`src/rtl/id_ex_reg_if.sv`:
```
// Decode-to-execute bundle with valid/ready handshake on both sides.
// Optional FP sideband fields are present only when ID_EX_FP_EN is defined.
interface id_ex_reg_if #(
    parameter int XLEN = 32
);
    logic            ValidD;
    logic            ReadyD;
    logic            ValidE;
    logic            ReadyE;
    logic            FlushE;
    logic            RegWriteD;
    logic            MemWriteD;
    logic            BranchD;
    logic            ALUSrcD;
    logic [1:0]      ResultSrcD;
    logic [2:0]      ALUControlD;
    logic [XLEN-1:0] RD1D;
    logic [XLEN-1:0] RD2D;
    logic [XLEN-1:0] PCD;
    logic [XLEN-1:0] ImmExtD;
    logic [XLEN-1:0] PCPlus4D;
    logic [4:0]      Rs1D;
    logic [4:0]      Rs2D;
    logic [4:0]      RdD;
    logic            RegWriteE;
    logic            MemWriteE;
    logic            BranchE;
    logic            ALUSrcE;
    logic [1:0]      ResultSrcE;
    logic [2:0]      ALUControlE;
    logic [XLEN-1:0] RD1E;
    logic [XLEN-1:0] RD2E;
    logic [XLEN-1:0] PCE;
    logic [XLEN-1:0] ImmExtE;
    logic [XLEN-1:0] PCPlus4E;
    logic [4:0]      Rs1E;
    logic [4:0]      Rs2E;
    logic [4:0]      RdE;
    logic [7:0]      StallCntE;
`ifdef ID_EX_FP_EN
    logic            RegWriteFD;
    logic            MemSrcD;
    logic            DSrcD;
    logic            RegWriteFE;
    logic            MemSrcE;
    logic            DSrcE;
`endif

    modport master (
        output ValidD, ReadyE, FlushE,
        output RegWriteD, MemWriteD, BranchD,
        output ALUSrcD, ResultSrcD, ALUControlD,
        output RD1D, RD2D, PCD, ImmExtD, PCPlus4D,
        output Rs1D, Rs2D, RdD,
`ifdef ID_EX_FP_EN
        output RegWriteFD, MemSrcD, DSrcD,
        input  RegWriteFE, MemSrcE, DSrcE,
`endif
        input  ReadyD, ValidE,
        input  RegWriteE, MemWriteE, BranchE,
        input  ALUSrcE, ResultSrcE, ALUControlE,
        input  RD1E, RD2E, PCE, ImmExtE, PCPlus4E,
        input  Rs1E, Rs2E, RdE, StallCntE
    );

    modport slave (
        input  ValidD, ReadyE, FlushE,
        input  RegWriteD, MemWriteD, BranchD,
        input  ALUSrcD, ResultSrcD, ALUControlD,
        input  RD1D, RD2D, PCD, ImmExtD, PCPlus4D,
        input  Rs1D, Rs2D, RdD,
`ifdef ID_EX_FP_EN
        input  RegWriteFD, MemSrcD, DSrcD,
        output RegWriteFE, MemSrcE, DSrcE,
`endif
        output ReadyD, ValidE,
        output RegWriteE, MemWriteE, BranchE,
        output ALUSrcE, ResultSrcE, ALUControlE,
        output RD1E, RD2E, PCE, ImmExtE, PCPlus4E,
        output Rs1E, Rs2E, RdE, StallCntE
    );
endinterface

```
`src/rtl/id_ex_reg.sv`:
```
// ID/EX pipeline register: one-deep valid/ready slot with flush and stall count.
// Define ID_EX_FP_EN to carry the FP control fields RegWriteF/MemSrc/DSrc.
module id_ex_reg #(
    parameter int XLEN = 32
) (
    input  logic         clk,
    input  logic         rst_n,
    id_ex_reg_if.slave   bus
);

    typedef struct packed {
        logic            reg_write;
        logic            mem_write;
        logic            branch;
        logic            alu_src;
        logic [1:0]      result_src;
        logic [2:0]      alu_ctrl;
`ifdef ID_EX_FP_EN
        logic            reg_write_f;
        logic            mem_src;
        logic            d_src;
`endif
        logic [XLEN-1:0] rd1;
        logic [XLEN-1:0] rd2;
        logic [XLEN-1:0] pc;
        logic [XLEN-1:0] imm;
        logic [XLEN-1:0] pc4;
        logic [4:0]      rs1;
        logic [4:0]      rs2;
        logic [4:0]      rd;
    } id_ex_t;

    id_ex_t     e_q, e_d, in_d;
    logic       valid_q, valid_d;
    logic [7:0] stall_cnt_q, stall_cnt_d;
    logic       ready_d, load, drain, stall;

    assign ready_d = !valid_q | bus.ReadyE | bus.FlushE;
    assign load    = bus.ValidD & ready_d & !bus.FlushE;
    assign drain   = valid_q & bus.ReadyE & !load & !bus.FlushE;
    assign stall   = valid_q & !bus.ReadyE & !bus.FlushE;

    always_comb begin
        in_d            = '0;
        in_d.reg_write  = bus.RegWriteD;
        in_d.mem_write  = bus.MemWriteD;
        in_d.branch     = bus.BranchD;
        in_d.alu_src    = bus.ALUSrcD;
        in_d.result_src = bus.ResultSrcD;
        in_d.alu_ctrl   = bus.ALUControlD;
`ifdef ID_EX_FP_EN
        in_d.reg_write_f = bus.RegWriteFD;
        in_d.mem_src     = bus.MemSrcD;
        in_d.d_src       = bus.DSrcD;
`endif
        in_d.rd1 = bus.RD1D;
        in_d.rd2 = bus.RD2D;
        in_d.pc  = bus.PCD;
        in_d.imm = bus.ImmExtD;
        in_d.pc4 = bus.PCPlus4D;
        in_d.rs1 = bus.Rs1D;
        in_d.rs2 = bus.Rs2D;
        in_d.rd  = bus.RdD;
    end

    always_comb begin
        e_d         = e_q;
        valid_d     = valid_q;
        stall_cnt_d = stall_cnt_q;
        unique case (1'b1)
            bus.FlushE: begin
                // Bubble: every control field cleared, data left as is.
                valid_d      = 1'b0;
                e_d.reg_write  = 1'b0;
                e_d.mem_write  = 1'b0;
                e_d.branch     = 1'b0;
                e_d.alu_src    = 1'b0;
                e_d.result_src = 2'b00;
                e_d.alu_ctrl   = 3'b000;
`ifdef ID_EX_FP_EN
                e_d.reg_write_f = 1'b0;
                e_d.mem_src     = 1'b0;
                e_d.d_src       = 1'b0;
`endif
            end
            load: begin
                valid_d = 1'b1;
                e_d     = in_d;
            end
            drain: begin
                valid_d       = 1'b0;
                e_d.reg_write = 1'b0;
                e_d.mem_write = 1'b0;
                e_d.branch    = 1'b0;
`ifdef ID_EX_FP_EN
                e_d.reg_write_f = 1'b0;
`endif
            end
            default: ;
        endcase
        if (stall && stall_cnt_q != 8'hff) begin
            stall_cnt_d = stall_cnt_q + 8'd1;
        end
    end

    always_ff @(posedge clk or negedge rst_n) begin
        if (!rst_n) begin
            e_q         <= '0;
            valid_q     <= 1'b0;
            stall_cnt_q <= 8'd0;
        end else begin
            e_q         <= e_d;
            valid_q     <= valid_d;
            stall_cnt_q <= stall_cnt_d;
        end
    end

    assign bus.ReadyD      = ready_d;
    assign bus.ValidE      = valid_q;
    assign bus.RegWriteE   = e_q.reg_write;
    assign bus.MemWriteE   = e_q.mem_write;
    assign bus.BranchE     = e_q.branch;
    assign bus.ALUSrcE     = e_q.alu_src;
    assign bus.ResultSrcE  = e_q.result_src;
    assign bus.ALUControlE = e_q.alu_ctrl;
    assign bus.RD1E        = e_q.rd1;
    assign bus.RD2E        = e_q.rd2;
    assign bus.PCE         = e_q.pc;
    assign bus.ImmExtE     = e_q.imm;
    assign bus.PCPlus4E    = e_q.pc4;
    assign bus.Rs1E        = e_q.rs1;
    assign bus.Rs2E        = e_q.rs2;
    assign bus.RdE         = e_q.rd;
    assign bus.StallCntE   = stall_cnt_q;
`ifdef ID_EX_FP_EN
    assign bus.RegWriteFE  = e_q.reg_write_f;
    assign bus.MemSrcE     = e_q.mem_src;
    assign bus.DSrcE       = e_q.d_src;
`endif

endmodule
```
`src/flat_wrapper.sv`:
```
// flat-port wrapper written by rule: the top's interface ports become plain ports
module id_ex_reg_flat 
#(
    parameter int XLEN = 32
)
  (clk, rst_n, bus_ValidD, bus_ReadyE, bus_FlushE, bus_RegWriteD, bus_MemWriteD, bus_BranchD, bus_ALUSrcD, bus_ResultSrcD, bus_ALUControlD, bus_RD1D, bus_RD2D, bus_PCD, bus_ImmExtD, bus_PCPlus4D, bus_Rs1D, bus_Rs2D, bus_RdD, bus_ReadyD, bus_ValidE, bus_RegWriteE, bus_MemWriteE, bus_BranchE, bus_ALUSrcE, bus_ResultSrcE, bus_ALUControlE, bus_RD1E, bus_RD2E, bus_PCE, bus_ImmExtE, bus_PCPlus4E, bus_Rs1E, bus_Rs2E, bus_RdE, bus_StallCntE);
  id_ex_reg_if #(.XLEN(XLEN)) bus_i ();
  input  logic clk;
  input  logic rst_n;
  input wire logic [$bits(bus_i.ValidD)-1:0] bus_ValidD;
  input wire logic [$bits(bus_i.ReadyE)-1:0] bus_ReadyE;
  input wire logic [$bits(bus_i.FlushE)-1:0] bus_FlushE;
  input wire logic [$bits(bus_i.RegWriteD)-1:0] bus_RegWriteD;
  input wire logic [$bits(bus_i.MemWriteD)-1:0] bus_MemWriteD;
  input wire logic [$bits(bus_i.BranchD)-1:0] bus_BranchD;
  input wire logic [$bits(bus_i.ALUSrcD)-1:0] bus_ALUSrcD;
  input wire logic [$bits(bus_i.ResultSrcD)-1:0] bus_ResultSrcD;
  input wire logic [$bits(bus_i.ALUControlD)-1:0] bus_ALUControlD;
  input wire logic [$bits(bus_i.RD1D)-1:0] bus_RD1D;
  input wire logic [$bits(bus_i.RD2D)-1:0] bus_RD2D;
  input wire logic [$bits(bus_i.PCD)-1:0] bus_PCD;
  input wire logic [$bits(bus_i.ImmExtD)-1:0] bus_ImmExtD;
  input wire logic [$bits(bus_i.PCPlus4D)-1:0] bus_PCPlus4D;
  input wire logic [$bits(bus_i.Rs1D)-1:0] bus_Rs1D;
  input wire logic [$bits(bus_i.Rs2D)-1:0] bus_Rs2D;
  input wire logic [$bits(bus_i.RdD)-1:0] bus_RdD;
  output wire logic [$bits(bus_i.ReadyD)-1:0] bus_ReadyD;
  output wire logic [$bits(bus_i.ValidE)-1:0] bus_ValidE;
  output wire logic [$bits(bus_i.RegWriteE)-1:0] bus_RegWriteE;
  output wire logic [$bits(bus_i.MemWriteE)-1:0] bus_MemWriteE;
  output wire logic [$bits(bus_i.BranchE)-1:0] bus_BranchE;
  output wire logic [$bits(bus_i.ALUSrcE)-1:0] bus_ALUSrcE;
  output wire logic [$bits(bus_i.ResultSrcE)-1:0] bus_ResultSrcE;
  output wire logic [$bits(bus_i.ALUControlE)-1:0] bus_ALUControlE;
  output wire logic [$bits(bus_i.RD1E)-1:0] bus_RD1E;
  output wire logic [$bits(bus_i.RD2E)-1:0] bus_RD2E;
  output wire logic [$bits(bus_i.PCE)-1:0] bus_PCE;
  output wire logic [$bits(bus_i.ImmExtE)-1:0] bus_ImmExtE;
  output wire logic [$bits(bus_i.PCPlus4E)-1:0] bus_PCPlus4E;
  output wire logic [$bits(bus_i.Rs1E)-1:0] bus_Rs1E;
  output wire logic [$bits(bus_i.Rs2E)-1:0] bus_Rs2E;
  output wire logic [$bits(bus_i.RdE)-1:0] bus_RdE;
  output wire logic [$bits(bus_i.StallCntE)-1:0] bus_StallCntE;
  assign bus_i.ValidD = bus_ValidD;
  assign bus_i.ReadyE = bus_ReadyE;
  assign bus_i.FlushE = bus_FlushE;
  assign bus_i.RegWriteD = bus_RegWriteD;
  assign bus_i.MemWriteD = bus_MemWriteD;
  assign bus_i.BranchD = bus_BranchD;
  assign bus_i.ALUSrcD = bus_ALUSrcD;
  assign bus_i.ResultSrcD = bus_ResultSrcD;
  assign bus_i.ALUControlD = bus_ALUControlD;
  assign bus_i.RD1D = bus_RD1D;
  assign bus_i.RD2D = bus_RD2D;
  assign bus_i.PCD = bus_PCD;
  assign bus_i.ImmExtD = bus_ImmExtD;
  assign bus_i.PCPlus4D = bus_PCPlus4D;
  assign bus_i.Rs1D = bus_Rs1D;
  assign bus_i.Rs2D = bus_Rs2D;
  assign bus_i.RdD = bus_RdD;
  assign bus_ReadyD = bus_i.ReadyD;
  assign bus_ValidE = bus_i.ValidE;
  assign bus_RegWriteE = bus_i.RegWriteE;
  assign bus_MemWriteE = bus_i.MemWriteE;
  assign bus_BranchE = bus_i.BranchE;
  assign bus_ALUSrcE = bus_i.ALUSrcE;
  assign bus_ResultSrcE = bus_i.ResultSrcE;
  assign bus_ALUControlE = bus_i.ALUControlE;
  assign bus_RD1E = bus_i.RD1E;
  assign bus_RD2E = bus_i.RD2E;
  assign bus_PCE = bus_i.PCE;
  assign bus_ImmExtE = bus_i.ImmExtE;
  assign bus_PCPlus4E = bus_i.PCPlus4E;
  assign bus_Rs1E = bus_i.Rs1E;
  assign bus_Rs2E = bus_i.Rs2E;
  assign bus_RdE = bus_i.RdE;
  assign bus_StallCntE = bus_i.StallCntE;
  id_ex_reg #(.XLEN(XLEN)) u_core (.clk(clk), .rst_n(rst_n), .bus(bus_i));
endmodule
```
`config.mk`:
```
export PLATFORM = sky130hd
export DESIGN_NAME = id_ex_reg_flat
export DESIGN_NICKNAME = d
export VERILOG_FILES = /design/src/rtl/id_ex_reg_if.sv /design/src/rtl/id_ex_reg.sv /design/src/flat_wrapper.sv
export SDC_FILE = /design/constraint.sdc
export NUM_CORES = 1
export LEC_CHECK = 0
export ABC_AREA = 1
export CAP_MARGIN = 10
export CORE_AREA = 2 2 147 149
export CTS_CLUSTER_DIAMETER = 200
export CTS_CLUSTER_SIZE = 28
export DETAILED_ROUTE_END_ITERATION = 8
export DIE_AREA = 0 0 149 151
export PLACE_DENSITY = 0.73
export SETUP_SLACK_MARGIN = 0.1
export SYNTH_ARGS = -nofsm -noshare
export SYNTH_HDL_FRONTEND = slang
export SYNTH_SLANG_ARGS = --single-unit
```
`constraint.sdc`:
```
create_clock -name clk -period 3.7 [get_ports clk]
set_clock_uncertainty 0.05 [all_clocks]
set_input_delay 0.74 -clock clk [delete_from_list [all_inputs] [get_ports clk]]
set_output_delay 0.74 -clock clk [all_outputs]
set_load 0.03 [all_outputs]
```
======== After elaboration in Yosys (flattened, before gate mapping) ========
Index checks and enable logic that the tools add are counted.
operators by class
  add/sub/neg operators ................... 1
  eq/ne operators ......................... 1
  mux-type cells .......................... 3
  bitwise operators ....................... 9
  reductions and logical operators ........ 8
operators by type and width
  operator               count
  $pmux W6 S2            1
  $add A8 B1 Y8 const B  1
  $ne A8 B8 Y1 const B   1
  $and A1 B1 Y1          7
  $pmux W3 S2            1
  $logic_not A1 Y1       4
  $reduce_bool A2 Y1     2
  $or A1 B1 Y1           2
  $pmux W1 S2            1
  $reduce_or A2 Y1       1
  $logic_and A1 B1 Y1    1
word-level totals
  register bits after elaboration ......... 193
  output and inout port bits .............. 194
  logic and storage cells ................. 38

======== Depth between registers and ports, before layout ========
Gate-level depths: netlist of the first run.
  depth in word-level cells ............... 10
  gate-level depth with buffers ........... 8
  mapped depth without buffers ............ 8

======== Worst setup path after synthesis of the first run ========
Ideal clock, no wire load.
  path kind ............................... input-to-output
  start ................................... input port bus_ReadyE
  end ..................................... output port bus_ReadyD
  data arrival time ....................... 1.233 ns
  slack ................................... 1.677 ns
  buffers on the path ..................... 0
  stages .................................. 4
  data required time ...................... 2.910 ns
  cells stage by stage .................... inv_1 > nand2_2 > nor2_2 > inv_1
between the ends
  longest elaborated chain between the ends .. 2
RTL lines
  item                        RTL line            RTL
  start, declared             flat_wrapper.sv:11  input wire logic [$bits(bus_i.ReadyE)-1:0] bus_ReadyE;
  $or A1 B1 Y1 (2 in series)  id_ex_reg.sv:38     assign ready_d = !valid_q | bus.ReadyE | bus.FlushE;
  end, declared               flat_wrapper.sv:27  output wire logic [$bits(bus_i.ReadyD)-1:0] bus_ReadyD;
Every way passes these cells.

======== Final worst setup path of the first run ========
Ends and elaborated chain as after synthesis.

==> results of run 1 <==
[metal layers]
metal | vias up | wire, µm | track usage
li1 | 3291 | - | -
met1 | 3039 | 9102 | 0.2340
met2 | 258 | 10930 | 0.3313
met3 | 20 | 2313 | 0.08223
met4 | 0 | 341 | 0.05905
met5 | - | 0 | 0
[synthesized netlist by cell type (all sizes together)]
library cell / count / share of area
a21oi: 1 / 0.00067
ha: 1 / 0.0017
or2: 1 / 0.00084
nand3: 6 / 0.0047
xnor2: 1 / 0.0012
buf: 36 / 0.031
nand4: 2 / 0.0017
dfrtp: 193 / 0.65
xor2: 2 / 0.0024
inv: 10 / 0.0050
nand2: 585 / 0.30
o21ai: 2 / 0.0013
nor2: 7 / 0.0042
clkbuf: 3 / 0.0015
[power groups by stage]
| stage | logic, µW | clock network (µW) | registers, µW |
|---|---|---|---|
| floorplan | 350 | 0 | 3250 |
| global placement | 1960 | 0 | 2630 |
| detailed placement | 1980 | 0 | 2640 |
| CTS | 1980 | 1910 | 2610 |
| global route | 2090 | 2010 | 2640 |
| finish | 1960 | 1870 | 2610 |
[cells by family after synthesis]
| logic type | share of synthesized area |
|---|---|
| AO/OA/AOI/OAI | 0.002016 |
| XOR/XNOR | 0.003529 |
| adder cells (fa/ha/maj) | 0.001680 |
| buffers and inverters | 0.03714 |
| flip-flops | 0.6486 |
| AND/OR/NAND/NOR | 0.3070 |
[sequential cells by signal, indices dropped and copies added (netlist names)]
register / cells
u_core.bus.RdE: 5
u_core.bus.RD2E: 32
u_core.bus.ALUSrcE: 1
u_core.bus.MemWriteE: 1
u_core.bus.Rs1E: 5
u_core.bus.Rs2E: 5
u_core.bus.StallCntE: 8
u_core.bus.ValidE: 1
u_core.bus.ImmExtE: 32
u_core.bus.BranchE: 1
u_core.bus.RegWriteE: 1
u_core.bus.ResultSrcE: 2
u_core.bus.RD1E: 32
u_core.bus.PCPlus4E: 32
u_core.bus.PCE: 32
u_core.bus.ALUControlE: 3
[metrics by stage]
step / setup slack, ns / hold WS [ns] / total power, µW / instance area, µm² / utilization
4_1_cts: 0.6691 / 0.3503 / 6500 / 12100 / 0.5809
3_5_place_dp: 0.6719 / 0.4096 / 4616 / 11490 / 0.5520
5_1_grt: 0.5932 / 0.3695 / 6745 / 12100 / 0.5809
6_report: 0.6715 / 0.3171 / 6431 / 12100 / 0.5809
2_1_floorplan: 1.677 / 0.3944 / 3597 / 7446 / -
3_3_place_gp: 0.7044 / 0.4049 / 4588 / 11490 / 0.5520
[final cells by class]
class	count	area, µm²
Fill cell	1826	8727
Sequential cell	193	4830
Timing Repair Buffer	389	3930
Multi-Input combinational cell	608	2347
Clock buffer	19	452.9
Tap cell	275	344.1
Clock inverter	13	148.9
Inverter	10	42.54
[worst paths after layout]
kind                                      endpoint  slack [ns]  cells after the start
max                                     bus_ReadyD        0.67                      6
min                            u_core.bus.RD2E[27]        0.32                      1
max reg2reg                u_core.bus.PCPlus4E[17]        1.99                      6
min reg2reg                   u_core.bus.MemWriteE        0.42                      2
max in group asynchronous       u_core.bus.PCE[30]        2.45                      2
min in group clk              u_core.bus.MemWriteE        0.42                      2
[critical path: stages]
cell             delay, ns
clkdlybuf4s50_1       0.40
inv_1                 0.07
nand2_2               0.08
nor2_2                0.24
inv_1                 0.11
clkdlybuf4s50_1       0.60
==> out/metrics.yaml, run 1 <==
status: "finished clean"
swShare: 0.3389
internal_power_uw: 4252
grt_pass1_vias: 6399
hold_viol: 0
timing.rr.start: "u_core.bus.ValidE"
firstDrtPassIters: 4
wl_per_cell_um: 15.05
syn_area_per_cell_um2: 8.760
power.density_mw_per_mm2: 531.7
final_common_cell: "nand2_1"
cts_tree: "built"
dr.first_iter.drc_count: 304
clock-sinks: 193
cts_setup_buffers: 0
seqPwrFrac: 0.405
cp-end-kind: "output port"
synth-seq-area-share: 0.6486
drive_above_1_share: 0.03977
post-place-cells: 1475
cts_buffers: 17
diodes: 0
clkPwrFrac: 0.290
cp.arrival_ns: 2.24
grt_start_max_net_pins: 177
slew_viol_final: 0
hp-class: "in2async"
path_clk_slew_ns: 0.08
rows: 53
final.period_utilization: 0.8185
pwr-share-comb: 0.304
setup_tns_ns: 0
vdd_ir_drop_max_uv: 294.5
grt_usage: 0.1980
io_pins: 383
ctsHoldBuffers: 0
yosysUniqueCellTypes: 19
grt_overflow: 0
area_growth_syn_to_layout_pct: 62.44
route.antenna.remaining_nets: 0
cap_violations: 0
cts-root-buf: "clkbuf_16"
worstSetupPathType: "in2out"
remaining_drc_errors: 0
fp.dieH_um: 151
ys_warn_count: 0
fin_crit_ns: 3.029
required_ns: 2.91
critPathLaunch: "bus_ReadyE"
max-slew-margin-rel: 0.3683
setup_viol: 0
final_nets: 1409
worstSetupStartpointType: "input port"
initial_core_util: 0.3576
die_x_um: 149
place.gp.congestion: 0.8107
fmax_mhz: 330.2
p_switching_uw: 2180
fin_cells: 1507
fp.coreArea_mm2: 0.02082
port_buffers: 382
crit_path_max_fanout: 6
final_cell_mix: "nand2_1, clkdlybuf4s50_1, dfrtp_1, clkbuf_16, inv_1"
ys_seq_elements: 193
rsz0062_at_grt: "no"
tightest_slew_ns: 0.9475
dieArea_mm2: 0.02250
vias: 6608
cts_resized: 0
netlist_instances: 850
insertion_delay_ns: 0.42
grt_pass1_wl_mm: 34.42
cts_buffer_depth: 2
synth_nets: 1040
dp_hpwl_mm: 16.20
wl_mm: 22.68
htreeDepth: 4
viasPerCell: 4.385
antenna_found_initial: 0
p_leak_uw: 0.005934
syn-cell-area_mm2: 0.007446
Power figures use the tool's default switching activity.
==> run 2: changes to the inputs <==
CORE_AREA = 2 2 148 150   (was 2 2 147 149)
DIE_AREA = 0 0 150 152   (was 0 0 149 151)
PLACE_DENSITY = 0.72   (was 0.73)
clock period = 2.81 ns   (was 3.7 ns; I/O delays follow)
==> out/metrics.yaml, run 2 (same netlist as run 1, synthesis figures left out) <==
final.period_utilization: 0.9149
rows: 54
worstSetupStartpointType: "input port"
pwr-share-comb: 0.310
power.density_mw_per_mm2: 690.9
wl_per_cell_um: 15.03
grt_pass1_vias: 6895
grt_start_max_net_pins: 109
io_pins: 383
cap_violations: 0
worstSetupPathType: "in2out"
die_x_um: 150
firstDrtPassIters: 6
grt_usage: 0.2004
clkPwrFrac: 0.281
wl_mm: 22.81
cts_buffers: 17
cts_resized: 0
port_buffers: 382
slew_viol_final: 0
cts-root-buf: "clkbuf_16"
status: "finished clean"
fmax_mhz: 389.0
final_nets: 1415
final_common_cell: "nand2_1"
grt_overflow: 0
antenna_found_initial: 0
fp.coreArea_mm2: 0.02135
cp-end-kind: "output port"
hold_viol: 0
setup_tns_ns: 0
clock-sinks: 193
p_switching_uw: 2880
viasPerCell: 4.439
hp-class: "in2async"
rsz0062_at_grt: "no"
final_cell_mix: "nand2_1, clkdlybuf4s50_1, dfrtp_1, clkbuf_16, buf_4"
internal_power_uw: 5493
dieArea_mm2: 0.02280
dpl_worst_slack_ns: 0.2453
required_ns: 2.20
layout_setup_ws_ns: 0.2391
setup_viol: 0
cts_tree: "built"
place.gp.congestion: 0.8044
vias: 6738
fillers: 1895
tightest_slew_ns: 0.7126
cp.arrival_ns: 1.96
grt_pass1_wl_mm: 36.02
cts_setup_buffers: 0
max-slew-margin-rel: 0.5249
vdd_ir_drop_max_uv: 364.4
remaining_drc_errors: 0
drive_above_1_share: 0.04362
area_growth_syn_to_layout_pct: 62.76
route.antenna.remaining_nets: 0
cts_buffer_depth: 2
dr.first_iter.drc_count: 360
fp.dieH_um: 152
p_leak_uw: 0.005951
path_clk_slew_ns: 0.08
insertion_delay_ns: 0.42
crit_path_max_fanout: 3
ctsHoldBuffers: 0
fin_crit_ns: 2.571
htreeDepth: 4
swShare: 0.3440
initial_core_util: 0.3487
seqPwrFrac: 0.409
diodes: 0
dp_hpwl_mm: 16.47
## run 2: cell count changes in the layout (fill, tap and decap cells not counted)
cell,change
inv_6,+1
clkinv_4,-1
clkinv_8,-1
clkbuf_1,+1
bufinv_16,-1
inv_8,+1
clkbuf_8,-1
clkinv_2,+1
buf_12,+1
buf_4,+5
## run 2: cell type report
| type | count | area, µm² | share of cell area |
|---|---|---|---|
| clock buffers | 19 | 442.9 | 0.03655 |
| clock inverters | 13 | 118.9 | 0.009808 |
| inverters | 10 | 42.54 | 0.003510 |
| multi-input cells | 608 | 2347 | 0.1937 |
| flip-flops and latches | 193 | 4830 | 0.3985 |
| well taps | 280 | 350.3 | 0.02891 |
| repair buffers | 395 | 3988 | 0.3290 |
## run 2: path summary, 6_finish.rpt
kind	startpoint	end	slack, ns	cells after the start
min in group clk	u_core.bus.ALUControlE[2]	u_core.bus.ALUControlE[2]	0.42	2
hold reg to reg	u_core.bus.ALUControlE[2]	u_core.bus.ALUControlE[2]	0.42	2
setup reg to reg	u_core.bus.ValidE	u_core.bus.ImmExtE[14]	1.21	5
max in group asynchronous	rst_n	u_core.bus.PCPlus4E[14]	1.94	2
hold / removal	rst_n	u_core.bus.PCPlus4E[9]	0.09	1
setup / recovery	bus_ReadyE	bus_ReadyD	0.24	6
## run 2: per-stage QoR
stage / total power (µW) / instances / hold WS (ns) / area, µm² / utilization
6_report: 8373 / 1518 / 0.09224 / 12120 / 0.5676
2_1_floorplan: 4737 / 850 / 0.2164 / 7446 / -
3_3_place_gp: 6056 / 1486 / 0.4050 / 11560 / 0.5413
3_5_place_dp: 6092 / 1486 / 0.4077 / 11560 / 0.5413
5_1_grt: 8778 / 1518 / 0.1176 / 12120 / 0.5676
4_1_cts: 8459 / 1518 / 0.09847 / 12120 / 0.5676
## run 2: critical path, cell delays in order
cell	delay, ns
clkdlybuf4s50_1	0.46
inv_1	0.05
nand2_2	0.10
nor2_2	0.05
inv_1	0.08
clkdlybuf4s50_1	0.67
## run 2: per-layer routing
metal	vias to the layer above	routed length [µm]	GRT usage
li1	3305	-	-
met1	3139	9051	0.2334
met2	270	10920	0.3396
met3	24	2463	0.08198
met4	0	371	0.05571
met5	-	0	0
## run 2: power groups by stage
| stage | combinational [µW] | clock (µW) | sequential, µW |
|---|---|---|---|
| finish | 2590 | 2350 | 3430 |
| global route | 2770 | 2530 | 3480 |
| CTS | 2630 | 2400 | 3430 |
| detailed placement | 2620 | 0 | 3470 |
| global placement | 2600 | 0 | 3460 |
| floorplan | 461 | 0 | 4280 |
==> run 3: changes to the inputs <==
--- a/constraint.sdc
+++ b/constraint.sdc
@@ -4,2 +4,2 @@
 set_output_delay 0.562 -clock clk [all_outputs]
-set_load 0.03 [all_outputs]
+set_load 0.01 [all_outputs]
==> out/metrics.yaml, run 3 (same netlist as run 1, synthesis figures left out) <==
status: "finished clean"
area_growth_syn_to_layout_pct: 63.48
slew_viol_final: 0
insertion_delay_ns: 0.42
antenna_found_initial: 0
grt_start_max_net_pins: 120
p_leak_uw: 0.005984
final_common_cell: "nand2_1"
tightest_slew_ns: 0.6000
fillers: 1861
grt_pass1_wl_mm: 35.51
rows: 54
crit_end: "bus_ReadyD"
grt_usage: 0.1991
clock-sinks: 193
ctsHoldBuffers: 0
viasPerCell: 4.408
wl_mm: 22.61
firstDrtPassIters: 5
cts_tree: "built"
critPathLaunch: "bus_ReadyE"
post-place-cells: 1489
setup_tns_ns: 0
cp-end-kind: "output port"
hold_viol: 0
remaining_drc_errors: 0
dp_hpwl_mm: 16.35
io_pins: 383
vias: 6705
cts_resized: 0
required_ns: 2.20
cts_setup_buffers: 0
port_buffers: 382
power.density_mw_per_mm2: 641.1
reg2reg_slack_ns: 1.25
r2r-end: "u_core.bus.PCPlus4E[16]"
cts-root-buf: "clkbuf_16"
grt_pass1_vias: 6715
fin_cells: 1521
cp.arrival_ns: 1.82
fp.dieH_um: 152
drive_above_1_share: 0.04593
final_nets: 1418
crit_chain: "clkdlybuf4s50_1 > inv_1 > nand2_2 > nor2_2 > inv_1 > clkdlybuf4s50_1"
vdd_ir_drop_max_uv: 379.4
diodes: 0
fin_crit_ns: 2.433
timing.rr.start: "u_core.bus.ValidE"
fmax_mhz: 410.9
final_cell_mix: "nand2_1, clkdlybuf4s50_1, dfrtp_1, clkbuf_16, buf_4"
cap_violations: 0
wl_per_cell_um: 14.87
place.gp.congestion: 0.8068
final.period_utilization: 0.8660
max-slew-margin-rel: 0.6000
die_x_um: 150
rsz0062_at_grt: "no"
htreeDepth: 4
path_clk_slew_ns: 0.08
fp.coreArea_mm2: 0.02135
hp-class: "in2async"
grt_overflow: 0
initial_core_util: 0.3487
cts_buffers: 17
crit_path_max_fanout: 3
cpPeakStageDelay_ns: 0.54
critPathSlowestCell: "clkdlybuf4s50_1"
worstSetupPathType: "in2out"
cts_buffer_depth: 2
dr.first_iter.drc_count: 321
worstSetupStartpointType: "input port"
dieArea_mm2: 0.02280
route.antenna.remaining_nets: 0
reg2regPathDepth: 6
setup_viol: 0
run 3: worst min path at each step:
| stage | from | to | slack, ns |
|---|---|---|---|
| finish | rst_n | u_core.bus.Rs1E[2] | 0.06 |
| floorplan | rst_n | u_core.bus.ALUControlE[0] | 0.22 |
| detailed placement | u_core.bus.ALUSrcE | u_core.bus.ALUSrcE | 0.41 |
| global route | rst_n | u_core.bus.Rs1E[2] | 0.07 |
| global placement | u_core.bus.MemWriteE | u_core.bus.MemWriteE | 0.41 |
| CTS | rst_n | u_core.bus.ImmExtE[13] | 0.05 |
run 3: through the flow:
step | setup slack, ns | area, µm² | hold WS, ns | total power, µW | utilization
floorplan | 1.228 | 7446 | 0.2164 | 4113 | -
global placement | 0.3815 | 11590 | 0.4055 | 5426 | 0.5430
detailed placement | 0.3776 | 11590 | 0.4071 | 5461 | 0.5430
CTS | 0.3753 | 12170 | 0.05220 | 7914 | 0.5701
global route | 0.3204 | 12170 | 0.06952 | 8247 | 0.5701
finish | 0.3766 | 12170 | 0.06266 | 7804 | 0.5701
run 3: critical path: cells and delay by family:
family	cells	cell delay, ns
buf+inv	4	1.11
simple gates	2	0.15
run 3: final cells by class:
type / count / area [µm²] / area share
multi-input cells: 608 / 2347 / 0.1928
well taps: 280 / 350.3 / 0.02878
clock buffers: 19 / 442.9 / 0.03639
clock inverters: 13 / 137.6 / 0.01131
repair buffers: 398 / 4023 / 0.3305
flip-flops and latches: 193 / 4830 / 0.3968
inverters: 10 / 42.54 / 0.003495
run 3: power breakdown:
part / total (µW) / internal (µW) / switching, µW
clock network: 2410 / 1280 / 1130
registers: 3430 / 3180 / 245
logic: 1970 / 1120 / 843
total: 7800 / 5590 / 2220
run 3: per-layer routing:
| metal | vias up | GRT usage | wire length (µm) |
|---|---|---|---|
| met2 | 270 | 0.3307 | 10870 |
| met5 | - | 0 | 0 |
| met3 | 26 | 0.08408 | 2437 |
| met4 | 0 | 0.05571 | 364 |
| li1 | 3305 | - | - |
| met1 | 3104 | 0.2361 | 8943 |
